<file path="config.mk">
export PLATFORM = sky130hd
export DESIGN_NAME = cache_ctrl_2way
export DESIGN_NICKNAME = d
export VERILOG_FILES = /design/src/rtl/cache_pkg.sv /design/src/rtl/cache_way_array.sv /design/src/rtl/cache_ctrl_2way.sv
export SDC_FILE = /design/constraint.sdc
export NUM_CORES = 1
export LEC_CHECK = 0
export BUFFER_PORTS_ARGS = -buffer_cell sky130_fd_sc_hd__buf_2
export CAP_MARGIN = 10
export CORE_MARGIN = 2
export CORE_UTILIZATION = 52
export CTS_CLUSTER_DIAMETER = 120
export DETAILED_ROUTE_END_ITERATION = 16
export PLACE_DENSITY = 0.77
export RECOVER_POWER = 50
export SLEW_MARGIN = 20
export SYNTH_ARGS = -nofsm -noshare
export SYNTH_HDL_FRONTEND = slang
export SYNTH_SLANG_ARGS = --single-unit
</file>
<file path="constraint.sdc">
create_clock -name clock -period 3.5 [get_ports clock]
set_clock_uncertainty 0.05 [all_clocks]
set_input_delay 0.35 -clock clock [delete_from_list [all_inputs] [get_ports clock]]
set_output_delay 0.35 -clock clock [all_outputs]
set_load 0.02 [all_outputs]
</file>
<file path="src/rtl/cache_pkg.sv">
// Shared definitions for the 2-way set-associative cache controller.
package cache_pkg;

    localparam int unsigned ADDR_W_DEF = 5;
    localparam int unsigned IDX_W_DEF  = 2;
    localparam int unsigned DATA_W_DEF = 8;
    localparam int unsigned CNT_W_DEF  = 8;

    typedef enum logic [2:0] {
        ST_IDLE,
        ST_LOOKUP,
        ST_WRITEBACK,
        ST_FILL,
        ST_RESPOND
    } state_e;

    // Tag bits are whatever remains of the address above the set index.
    function automatic int unsigned tag_width(input int unsigned addr_w, input int unsigned idx_w);
        return addr_w - idx_w;
    endfunction

endpackage

</file>
<file path="src/rtl/cache_way_array.sv">
// One cache way: per-set tag/valid/dirty/data with a synchronous write port
// and a combinational read port sharing the same set index.
module cache_way_array #(
    parameter int unsigned IDX_W  = 2,
    parameter int unsigned TAG_W  = 3,
    parameter int unsigned DATA_W = 8
) (
    input  logic              clock,
    input  logic              reset,
    input  logic [IDX_W-1:0]  idx,
    output logic              rd_valid,
    output logic              rd_dirty,
    output logic [TAG_W-1:0]  rd_tag,
    output logic [DATA_W-1:0] rd_data,
    input  logic              wr_en,
    input  logic [TAG_W-1:0]  wr_tag,
    input  logic              wr_dirty,
    input  logic [DATA_W-1:0] wr_data
);

    localparam int unsigned SETS = 1 << IDX_W;

    logic [SETS-1:0]   valid_q, valid_d;
    logic [SETS-1:0]   dirty_q, dirty_d;
    logic [TAG_W-1:0]  tag_q  [SETS];
    logic [TAG_W-1:0]  tag_d  [SETS];
    logic [DATA_W-1:0] data_q [SETS];
    logic [DATA_W-1:0] data_d [SETS];

    assign rd_valid = valid_q[idx];
    assign rd_dirty = dirty_q[idx];
    assign rd_tag   = tag_q[idx];
    assign rd_data  = data_q[idx];

    // Any write marks the entry valid; tag and dirty come from the caller.
    always_comb begin
        valid_d = valid_q;
        dirty_d = dirty_q;
        tag_d   = tag_q;
        data_d  = data_q;
        if (wr_en) begin
            valid_d[idx] = 1'b1;
            dirty_d[idx] = wr_dirty;
            tag_d[idx]   = wr_tag;
            data_d[idx]  = wr_data;
        end
    end

    // Only valid/dirty are reset; tag and data are don't-care until valid.
    always_ff @(posedge clock) begin
        if (reset) begin
            valid_q <= '0;
            dirty_q <= '0;
        end else begin
            valid_q <= valid_d;
            dirty_q <= dirty_d;
        end
        tag_q  <= tag_d;
        data_q <= data_d;
    end

endmodule

</file>
<file path="src/rtl/cache_ctrl_2way.sv">
// 2-way set-associative cache controller: hit/miss resolution, dirty
// write-back, line fill over a req/ack RAM handshake, LRU and statistics.
module cache_ctrl_2way
    import cache_pkg::*;
#(
    parameter int unsigned ADDR_W = ADDR_W_DEF,
    parameter int unsigned IDX_W  = IDX_W_DEF,
    parameter int unsigned DATA_W = DATA_W_DEF,
    parameter int unsigned CNT_W  = CNT_W_DEF
) (
    input  logic              clock,
    input  logic              reset,
    input  logic              cpu_req,
    input  logic              cpu_we,
    input  logic [ADDR_W-1:0] cpu_addr,
    input  logic [DATA_W-1:0] cpu_wdata,
    output logic              cpu_done,
    output logic [DATA_W-1:0] cpu_rdata,
    output logic              cpu_hit,
    output logic              cpu_way,
    output logic              busy,
    output logic              mem_req,
    output logic              mem_we,
    output logic [ADDR_W-1:0] mem_addr,
    output logic [DATA_W-1:0] mem_wdata,
    input  logic [DATA_W-1:0] mem_rdata,
    input  logic              mem_ack,
    output logic [CNT_W-1:0]  hit_cnt,
    output logic [CNT_W-1:0]  miss_cnt
);

    localparam int unsigned TAG_W = tag_width(ADDR_W, IDX_W);
    localparam int unsigned SETS  = 1 << IDX_W;

    state_e            state_q, state_d;
    logic              we_q, we_d;
    logic [ADDR_W-1:0] addr_q, addr_d;
    logic [DATA_W-1:0] wdata_q, wdata_d;
    logic              victim_q, victim_d;
    logic [SETS-1:0]   lru_q, lru_d;
    logic [CNT_W-1:0]  hit_cnt_q, hit_cnt_d;
    logic [CNT_W-1:0]  miss_cnt_q, miss_cnt_d;
    logic              done_q, done_d;
    logic [DATA_W-1:0] rdata_q, rdata_d;
    logic              hit_q, hit_d;
    logic              way_q, way_d;
    logic              mem_req_q, mem_req_d;
    logic              mem_we_q, mem_we_d;
    logic [ADDR_W-1:0] mem_addr_q, mem_addr_d;
    logic [DATA_W-1:0] mem_wdata_q, mem_wdata_d;

    logic [IDX_W-1:0]  idx;
    logic [TAG_W-1:0]  tag;
    logic [1:0]        rd_valid, rd_dirty, wr_en;
    logic [TAG_W-1:0]  rd_tag  [2];
    logic [DATA_W-1:0] rd_data [2];
    logic              wr_dirty;
    logic [DATA_W-1:0] wr_data;
    logic              hit0, hit1, hit_any, hit_way, victim_sel;

    assign idx = addr_q[IDX_W-1:0];
    assign tag = addr_q[ADDR_W-1:IDX_W];

    for (genvar w = 0; w < 2; w++) begin : g_way
        cache_way_array #(
            .IDX_W  (IDX_W),
            .TAG_W  (TAG_W),
            .DATA_W (DATA_W)
        ) u_way (
            .clock    (clock),
            .reset    (reset),
            .idx      (idx),
            .rd_valid (rd_valid[w]),
            .rd_dirty (rd_dirty[w]),
            .rd_tag   (rd_tag[w]),
            .rd_data  (rd_data[w]),
            .wr_en    (wr_en[w]),
            .wr_tag   (tag),
            .wr_dirty (wr_dirty),
            .wr_data  (wr_data)
        );
    end

    // Way 0 wins a (theoretically impossible) double match.
    assign hit0       = rd_valid[0] && (rd_tag[0] == tag);
    assign hit1       = rd_valid[1] && (rd_tag[1] == tag);
    assign hit_any    = hit0 || hit1;
    assign hit_way    = !hit0;
    assign victim_sel = !rd_valid[0] ? 1'b0 : (!rd_valid[1] ? 1'b1 : lru_q[idx]);

    // Next-state, array write and registered-output computation.
    always_comb begin
        state_d     = state_q;
        we_d        = we_q;
        addr_d      = addr_q;
        wdata_d     = wdata_q;
        victim_d    = victim_q;
        lru_d       = lru_q;
        hit_cnt_d   = hit_cnt_q;
        miss_cnt_d  = miss_cnt_q;
        done_d      = 1'b0;
        rdata_d     = rdata_q;
        hit_d       = hit_q;
        way_d       = way_q;
        mem_req_d   = mem_req_q;
        mem_we_d    = mem_we_q;
        mem_addr_d  = mem_addr_q;
        mem_wdata_d = mem_wdata_q;
        wr_en       = '0;
        wr_dirty    = 1'b0;
        wr_data     = '0;
        case (state_q)
            ST_IDLE: begin
                if (cpu_req) begin
                    we_d    = cpu_we;
                    addr_d  = cpu_addr;
                    wdata_d = cpu_wdata;
                    state_d = ST_LOOKUP;
                end
            end
            ST_LOOKUP: begin
                if (hit_any) begin
                    if (we_q) begin
                        wr_en[hit_way] = 1'b1;
                        wr_dirty       = 1'b1;
                        wr_data        = wdata_q;
                        rdata_d        = wdata_q;
                    end else begin
                        rdata_d = rd_data[hit_way];
                    end
                    lru_d[idx] = ~hit_way;
                    hit_cnt_d  = hit_cnt_q + 1'b1;
                    hit_d      = 1'b1;
                    way_d      = hit_way;
                    done_d     = 1'b1;
                    state_d    = ST_RESPOND;
                end else begin
                    miss_cnt_d = miss_cnt_q + 1'b1;
                    victim_d   = victim_sel;
                    mem_req_d  = 1'b1;
                    if (rd_valid[victim_sel] && rd_dirty[victim_sel]) begin
                        mem_we_d    = 1'b1;
                        mem_addr_d  = {rd_tag[victim_sel], idx};
                        mem_wdata_d = rd_data[victim_sel];
                        state_d     = ST_WRITEBACK;
                    end else begin
                        mem_we_d    = 1'b0;
                        mem_addr_d  = addr_q;
                        mem_wdata_d = '0;
                        state_d     = ST_FILL;
                    end
                end
            end
            ST_WRITEBACK: begin
                if (mem_ack) begin
                    mem_we_d    = 1'b0;
                    mem_addr_d  = addr_q;
                    mem_wdata_d = '0;
                    state_d     = ST_FILL;
                end
            end
            ST_FILL: begin
                if (mem_ack) begin
                    wr_en[victim_q] = 1'b1;
                    wr_dirty        = we_q;
                    wr_data         = we_q ? wdata_q : mem_rdata;
                    rdata_d         = wr_data;
                    lru_d[idx]      = ~victim_q;
                    hit_d           = 1'b0;
                    way_d           = victim_q;
                    mem_req_d       = 1'b0;
                    done_d          = 1'b1;
                    state_d         = ST_RESPOND;
                end
            end
            ST_RESPOND: begin
                state_d = ST_IDLE;
            end
            default: begin
                state_d = ST_IDLE;
            end
        endcase
    end

    // Controller state and registered outputs; reset overrides everything.
    always_ff @(posedge clock) begin
        if (reset) begin
            state_q     <= ST_IDLE;
            we_q        <= 1'b0;
            addr_q      <= '0;
            wdata_q     <= '0;
            victim_q    <= 1'b0;
            lru_q       <= '0;
            hit_cnt_q   <= '0;
            miss_cnt_q  <= '0;
            done_q      <= 1'b0;
            rdata_q     <= '0;
            hit_q       <= 1'b0;
            way_q       <= 1'b0;
            mem_req_q   <= 1'b0;
            mem_we_q    <= 1'b0;
            mem_addr_q  <= '0;
            mem_wdata_q <= '0;
        end else begin
            state_q     <= state_d;
            we_q        <= we_d;
            addr_q      <= addr_d;
            wdata_q     <= wdata_d;
            victim_q    <= victim_d;
            lru_q       <= lru_d;
            hit_cnt_q   <= hit_cnt_d;
            miss_cnt_q  <= miss_cnt_d;
            done_q      <= done_d;
            rdata_q     <= rdata_d;
            hit_q       <= hit_d;
            way_q       <= way_d;
            mem_req_q   <= mem_req_d;
            mem_we_q    <= mem_we_d;
            mem_addr_q  <= mem_addr_d;
            mem_wdata_q <= mem_wdata_d;
        end
    end

    assign cpu_done  = done_q;
    assign cpu_rdata = rdata_q;
    assign cpu_hit   = hit_q;
    assign cpu_way   = way_q;
    assign busy      = (state_q != ST_IDLE);
    assign mem_req   = mem_req_q;
    assign mem_we    = mem_we_q;
    assign mem_addr  = mem_addr_q;
    assign mem_wdata = mem_wdata_q;
    assign hit_cnt   = hit_cnt_q;
    assign miss_cnt  = miss_cnt_q;

endmodule
</file>
==> results of run 1 <==
-- synthesized netlist by cell type, drive strengths merged, types with 3 or more instances --
| cell | instances |
|---|---|
| o21ai | 13 |
| nand2b | 17 |
| mux2i | 41 |
| o22ai | 8 |
| a211oi | 9 |
| nand3 | 8 |
| nor4 | 3 |
| nor2b | 4 |
| xor2 | 3 |
| o31ai | 9 |
| nand4 | 5 |
| and4 | 3 |
| and2 | 4 |
| nor3 | 8 |
| inv | 18 |
| xnor2 | 11 |
| dfxtp | 80 |
| clkbuf | 23 |
| nor2 | 36 |
| a21oi | 47 |
| nand2 | 89 |
| mux4 | 30 |
| buf | 16 |
| or3 | 11 |
| a211o | 3 |
| or4 | 3 |
| edfxtp | 88 |
-- per-stage QoR --
stage / cell area (sq um) / power (mW) / instances / hold WS [ps] / util [%]
final: 8469 / 4.406 / 885 / 94.20 / 60.78
after CTS: 8583 / 4.433 / 885 / 80.06 / 61.60
after global placement: 8013 / 2.617 / 853 / 385.9 / 57.50
after floorplan: 7450 / 2.499 / 619 / 370.7 / -
after global routing: 8469 / 4.544 / 885 / 98.65 / 60.78
after detailed placement: 8013 / 2.635 / 853 / 390.1 / 57.50
-- power by group --
| group | total [mW] | internal, mW | switching [mW] |
|---|---|---|---|
| combinational | 0.447 | 0.168 | 0.279 |
| sequential | 2.14 | 2.10 | 0.0417 |
| clock | 1.82 | 0.997 | 0.822 |
| total | 4.41 | 3.26 | 1.14 |
-- final cells by class --
cell class	count	area, sq um	share of cell area (%)
clock buffer	18	429.2	5.067
clock inverter	14	141.4	1.669
inverter	18	67.56	0.7978
tap	180	225.2	2.659
multi-input combinational	392	2875	33.95
timing repair buffer	95	484.2	5.717
sequential	168	4247	50.14
-- state kept, by name, summed over array words and instances, names as in the netlist, 5 cells and up --
name,count
g_way.u_way.data_q,64
g_way.u_way.tag_q,24
cpu_rdata,8
g_way.u_way.dirty_q,8
g_way.u_way.valid_q,8
hit_cnt,8
mem_wdata,8
miss_cnt,8
wdata_q,8
addr_q,5
mem_addr,5
-- worst max-delay path: stages (launching register included) --
cell and delay [ps]:
dfxtp_2 520, buf_4 420, mux4_1 700, and2_0 210, a41oi_1 210, a21boi_0 350, buf_12 250, o22ai_1 260
-- metal layers --
layer  up-vias  GRT usage (%)  share of wire, %  routed length (um)
li1       2418              -                 -                   -
met1      2588          32.67                42                7594
met2       266          40.32                48                8697
met5         -              0                 0                   0
met3        33          5.449               7.9                1425
met4         0          10.23               2.3                 418
-- cells by family after synthesis --
logic type | count (synthesis) | synth area share [%]
AND/OR/NAND/NOR | 201 | 12.95
flip-flops | 168 | 56.97
AO/OA/AOI/OAI | 102 | 8.616
multiplexers | 73 | 15.13
buffers and inverters | 59 | 4.148
XOR/XNOR | 14 | 1.848
adder cells (fa/ha/maj) | 2 | 0.3359
-- worst paths after layout --
| path | startpoint | to | slack (ps) | cells after the start |
|---|---|---|---|---|
| worst min register to register | g_way[1].u_way.valid_q[2]$_SDFFE_PP0P_ | g_way[1].u_way.valid_q[2]$_SDFFE_PP0P_ | 400 | 2 |
| worst max-delay path | addr_q[0]$_SDFFE_PP0P_ | g_way[0].u_way.data_q[25]$_DFFE_PP_ | 200 | 7 |
| worst max register to register | addr_q[0]$_SDFFE_PP0P_ | g_way[0].u_way.data_q[25]$_DFFE_PP_ | 200 | 7 |
| worst min-delay path | cpu_wdata[2] | wdata_q[2]$_SDFFE_PP0P_ | 90 | 3 |
-- cells in the final DEF (no fill, tap or decap), types with 3 or more instances in the layout --
| cell type | netlist | final |
|---|---|---|
| a211o_1 | 3 | 3 |
| a211oi_1 | 9 | 9 |
| a21oi_1 | 47 | 47 |
| and4_1 | 2 | 3 |
| buf_2 | 6 | 25 |
| buf_4 | 4 | 16 |
| clkbuf_1 | 23 | 50 |
| clkbuf_16 | 0 | 17 |
| clkbuf_2 | 0 | 3 |
| clkinv_4 | 0 | 5 |
| dfxtp_1 | 80 | 78 |
| edfxtp_1 | 88 | 88 |
| inv_1 | 18 | 18 |
| inv_6 | 0 | 3 |
| mux2i_1 | 41 | 41 |
| mux4_1 | 5 | 5 |
| mux4_2 | 25 | 25 |
| nand2_1 | 89 | 89 |
| nand2b_1 | 17 | 17 |
| nand3_1 | 8 | 8 |
| nand4_1 | 4 | 5 |
| nor2_1 | 36 | 36 |
| nor2b_1 | 4 | 4 |
| nor3_1 | 8 | 8 |
| nor4_1 | 3 | 3 |
| o21ai_0 | 13 | 13 |
| o22ai_1 | 8 | 8 |
| o31ai_1 | 8 | 7 |
| or3_1 | 11 | 11 |
| or4_1 | 3 | 3 |
| xnor2_1 | 9 | 9 |
| xor2_1 | 3 | 3 |
==> impl_metrics.tcl, run 1 <==
set metrics [dict create \
    critPathKind "reg -> reg" \
    drive_gt1_share_pct 16.03 \
    clock_latency_ps 440 \
    syn_nets 647 \
    grt-ovfl-total 0 \
    hold_path_class "in -> reg" \
    yosysSeqAreaShare_pct 56.97 \
    cts_root_buf "clkbuf_16" \
    ctsHoldBuffers 0 \
    fp.dieW_um 123.7 \
    cts_sinks 168 \
    port_buffers 68 \
    vdd_ir_drop_max_v 0.0004390 \
    rows 43 \
    synth.area.top_cells "edfxtp_1 35%, dfxtp_1 21%, mux4_2 7.6%" \
    place_worst_setup_slack_ps 322.0 \
    via_count 5305 \
    diodes 0 \
    areaGrowthSynthToFinish_pct 13.69 \
    status "finished clean" \
    path_clk_slew_ps 70 \
    die_area_sq_mm 0.01530 \
    slew_headroom_pct 35.21 \
    synth.cell_area_sq_mm 0.007450 \
    h-tree-depth 4 \
    setup_viol 0 \
    required_ps 3560 \
    syn_avg_cell_area_sq_um 12.03 \
    p_leak_nw 2.911 \
    cts_tree "built" \
    yosysTopAreaCell "edfxtp_1" \
    hold_viol_final 0 \
    synth-edff-count 88 \
    track_usage_pct 24.91 \
    synth.distinct_cells 60 \
    ctsResizeCount 0 \
    clock_path_buffers 2 \
    cts_made_buffers 17 \
    antenna_found_initial 0 \
    io_pins 69 \
    totalWireLength_um 18140 \
    period_share_pct 94.25 \
    arrival_ps 3360 \
    drt-initial-drc-count 434 \
    start_util_pct 53.46 \
    ys_async_sr_fraction_pct 0 \
    routabilityCongestion 0.9427 \
    rsz0062_at_grt "no" \
    wl_per_cell_um 20.49 \
    netlist_instances 619 \
    grt_pass1_wl_um 27810 \
    fin_crit_ps 3299 \
    max_slew.worst_pin.slew_ps 968.3 \
    netlist.area_leader.share_pct 35.47 \
    avgViaCountPerCell 5.994 \
    fmax_mhz 303.1 \
    drt-pass1-iter-count 6 \
    cp_max_fo 33 \
    grt_pass1_vias 5236 \
    n_fill_cell 1097 \
    final_max_slew_viol_count 0 \
    yosys_warnings 0 \
    fp.dieH_um 123.7 \
    post-cts-setup-buffers 0 \
    nNetsFinal 720 \
    end_kind "flop" \
    synth_seq_cells 168 \
    dpl.hpwl_um 12110 \
    fin_tns_setup_ps 0 \
    start_kind "flop" \
    drtAntennaViolNets 0 \
    worst_slack_ps 201.1 \
    power.density_mw_per_mm2 520.2 \
    core_area_sq_mm 0.01393 \
    cap_violations 0 \
    grt_start_max_net_pins 47 \
    drc_errors 0 \
    yosys_most_used_dff "edfxtp_1" \
]
Power figures use the tool's default switching activity.
==> run 2: changes to the inputs <==
--- a/config.mk
+++ b/config.mk
@@ -7,6 +7,7 @@
 export LEC_CHECK = 0
 export BUFFER_PORTS_ARGS = -buffer_cell sky130_fd_sc_hd__buf_2
 export CAP_MARGIN = 10
+export CORE_ASPECT_RATIO = 1.1
 export CORE_MARGIN = 2
 export CORE_UTILIZATION = 52
 export CTS_CLUSTER_DIAMETER = 120
==> run 2 against run 1 <==
Net effect:
- wire length shrank 1.7%
- critical endpoint is now miss_cnt[5]$_SDFFE_PP0P_
- non-clock buffer count shrank 7
- clock-buffer cell count shrank 1
- sequential power is essentially flat
- combinational power shrank 4%
==> impl_metrics.tcl, run 2 (same netlist as run 1, synthesis figures left out) <==
set metrics [dict create \
    nNetsFinal 713 \
    largest_reg_flops 64 \
    io_pins 69 \
    busiest_layer "met2" \
    timing.hold.ws_ps 99.24 \
    required_ps 3750 \
    max_slew.worst_pin.slew_ps 1151 \
    place_worst_setup_slack_ps 275.2 \
    cellInternalPower_mw 3.269 \
    wl_per_cell_um 20.12 \
    layout.cells.non_filler 886 \
    ctsHoldBuffers 0 \
    core_area_sq_mm 0.01391 \
    hold_path_class "in -> reg" \
    track_usage_pct 23.73 \
    h-tree-depth 4 \
    drc_errors 0 \
    use_met3_pct 6.426 \
    critPathMostFrequentCell "clkbuf_1" \
    drive_gt1_share_pct 15.62 \
    grt-ovfl-total 0 \
    drtAntennaViolNets 0 \
    arrival_ps 3510 \
    path_clk_slew_ps 70 \
    grt_pass1_vias 5290 \
    avgViaCountPerCell 6.005 \
    cts_made_buffers 17 \
    totalWireLength_um 17820 \
    routabilityCongestion 0.8691 \
    via_count 5320 \
    crit_path_cell_trace "buf_4, mux4_1, nand4_1, clkbuf_1, nand3_1, clkbuf_1, o31ai_1, a21oi_1" \
    swShare_pct 26.00 \
    reg.largest.list "g_way.u_way.data_q x64, g_way.u_way.tag_q x24" \
    grt_pass1_wl_um 27560 \
    fp.dieW_um 118.1 \
    cts_root_buf "clkbuf_16" \
    reg2reg_slack_ps 230 \
    fin_crit_ps 3266 \
    slew_headroom_pct 23.24 \
    pwr-share-clk_pct 41.6 \
    start_util_pct 53.57 \
    largest_register "g_way.u_way.data_q" \
    worst_slack_ps 234.0 \
    port_buffers 68 \
    max_stage_delay_ps 710 \
    cts_tree "built" \
    dpl.hpwl_um 11780 \
    p_comb_share_pct 9.8 \
    fmax_mhz 306.2 \
    final_cell_mix "89 x nand2_1, 88 x edfxtp_1, 78 x dfxtp_1, 49 x clkbuf_1, 47 x a21oi_1" \
    ctsResizeCount 0 \
    status "finished clean" \
    setup_viol 0 \
    fin_tns_setup_ps 0 \
    power.density_mw_per_mm2 523.7 \
    register_area_sq_mm 0.004247 \
    pwr-share-seq_pct 48.6 \
    cts_sinks 168 \
    n_fill_cell 1128 \
    clock_path_buffers 2 \
    areaGrowthSynthToFinish_pct 13.22 \
    rows 45 \
    p_total_mw 4.417 \
    diodes 0 \
    met2_usage_pct 40.77 \
    start_kind "flop" \
    rsz0062_at_grt "no" \
    final_max_slew_viol_count 0 \
    multi_input_area_sq_mm 0.002879 \
    layout_commonest_cell "nand2_1" \
    drt-pass1-iter-count 5 \
    post-cts-setup-buffers 0 \
    drt-initial-drc-count 461 \
    end_kind "flop" \
    met1_usage_pct 27.78 \
    p_leak_nw 2.881 \
    hold_viol_final 0 \
    vdd_ir_drop_max_v 0.0004019 \
    dp.cells 854 \
    critPathTopFamily "buffers and inverters" \
    slowest_stage "mux4_1" \
    period_share_pct 93.32 \
    cap_violations 0 \
    cp_max_fo 20 \
    clock_latency_ps 430 \
    die_area_sq_mm 0.01530 \
    fp.dieH_um 129.5 \
    grt_start_max_net_pins 48 \
    antenna_found_initial 0 \
    power_switching_mw 1.149 \
    crit_buf_inv 3 \
    critPathKind "reg -> reg" \
]
[run 2: stage by stage]
step           util (%)  area [sq um]
6_report          60.65          8434
5_1_grt           60.65          8434
4_1_cts           61.40          8539
3_5_place_dp      57.22          7958
3_3_place_gp      57.22          7958
2_1_floorplan         -          7450
[run 2: area by class of cell]
type	instances	area share, %
sequential	168	50.35
multi-input combinational	392	34.13
clock buffer	17	5.044
timing repair buffer	88	5.029
tap	188	2.789
clock inverter	15	1.854
inverter	18	0.8011
[run 2: power by group through the flow]
stage / sequential (mW) / combinational, mW / clock [mW]
final: 2.15 / 0.431 / 1.84
after global routing: 2.15 / 0.466 / 1.93
after CTS: 2.14 / 0.440 / 1.85
after detailed placement: 2.19 / 0.436 / 0
after global placement: 2.18 / 0.426 / 0
after floorplan: 2.18 / 0.321 / 0
[run 2: worst paths after layout]
check	from	to	cells past startpoint
setup / recovery	addr_q[0]$_SDFFE_PP0P_	miss_cnt[5]$_SDFFE_PP0P_	8
hold / removal	cpu_addr[1]	addr_q[1]$_SDFFE_PP0P_	3
setup reg to reg	addr_q[0]$_SDFFE_PP0P_	miss_cnt[5]$_SDFFE_PP0P_	8
hold reg to reg	g_way[0].u_way.valid_q[1]$_SDFFE_PP0P_	g_way[0].u_way.valid_q[1]$_SDFFE_PP0P_	2
[run 2: worst register-to-register path: cells and delay by family, from the launching register on]
kind / cells / cell delay (ps)
AOI/OAI and AO/OA: 2 / 390
buffers and inverters: 3 / 1030
DFF: 1 / 540
muxes: 1 / 720
and+or+nand+nor: 2 / 410
[run 2: layer usage]
layer  part of all wire [%]  wire, um
met1                     40      7087
met2                     50      8832
met3                    7.3      1299
met4                    3.4       602
met5                      0         0
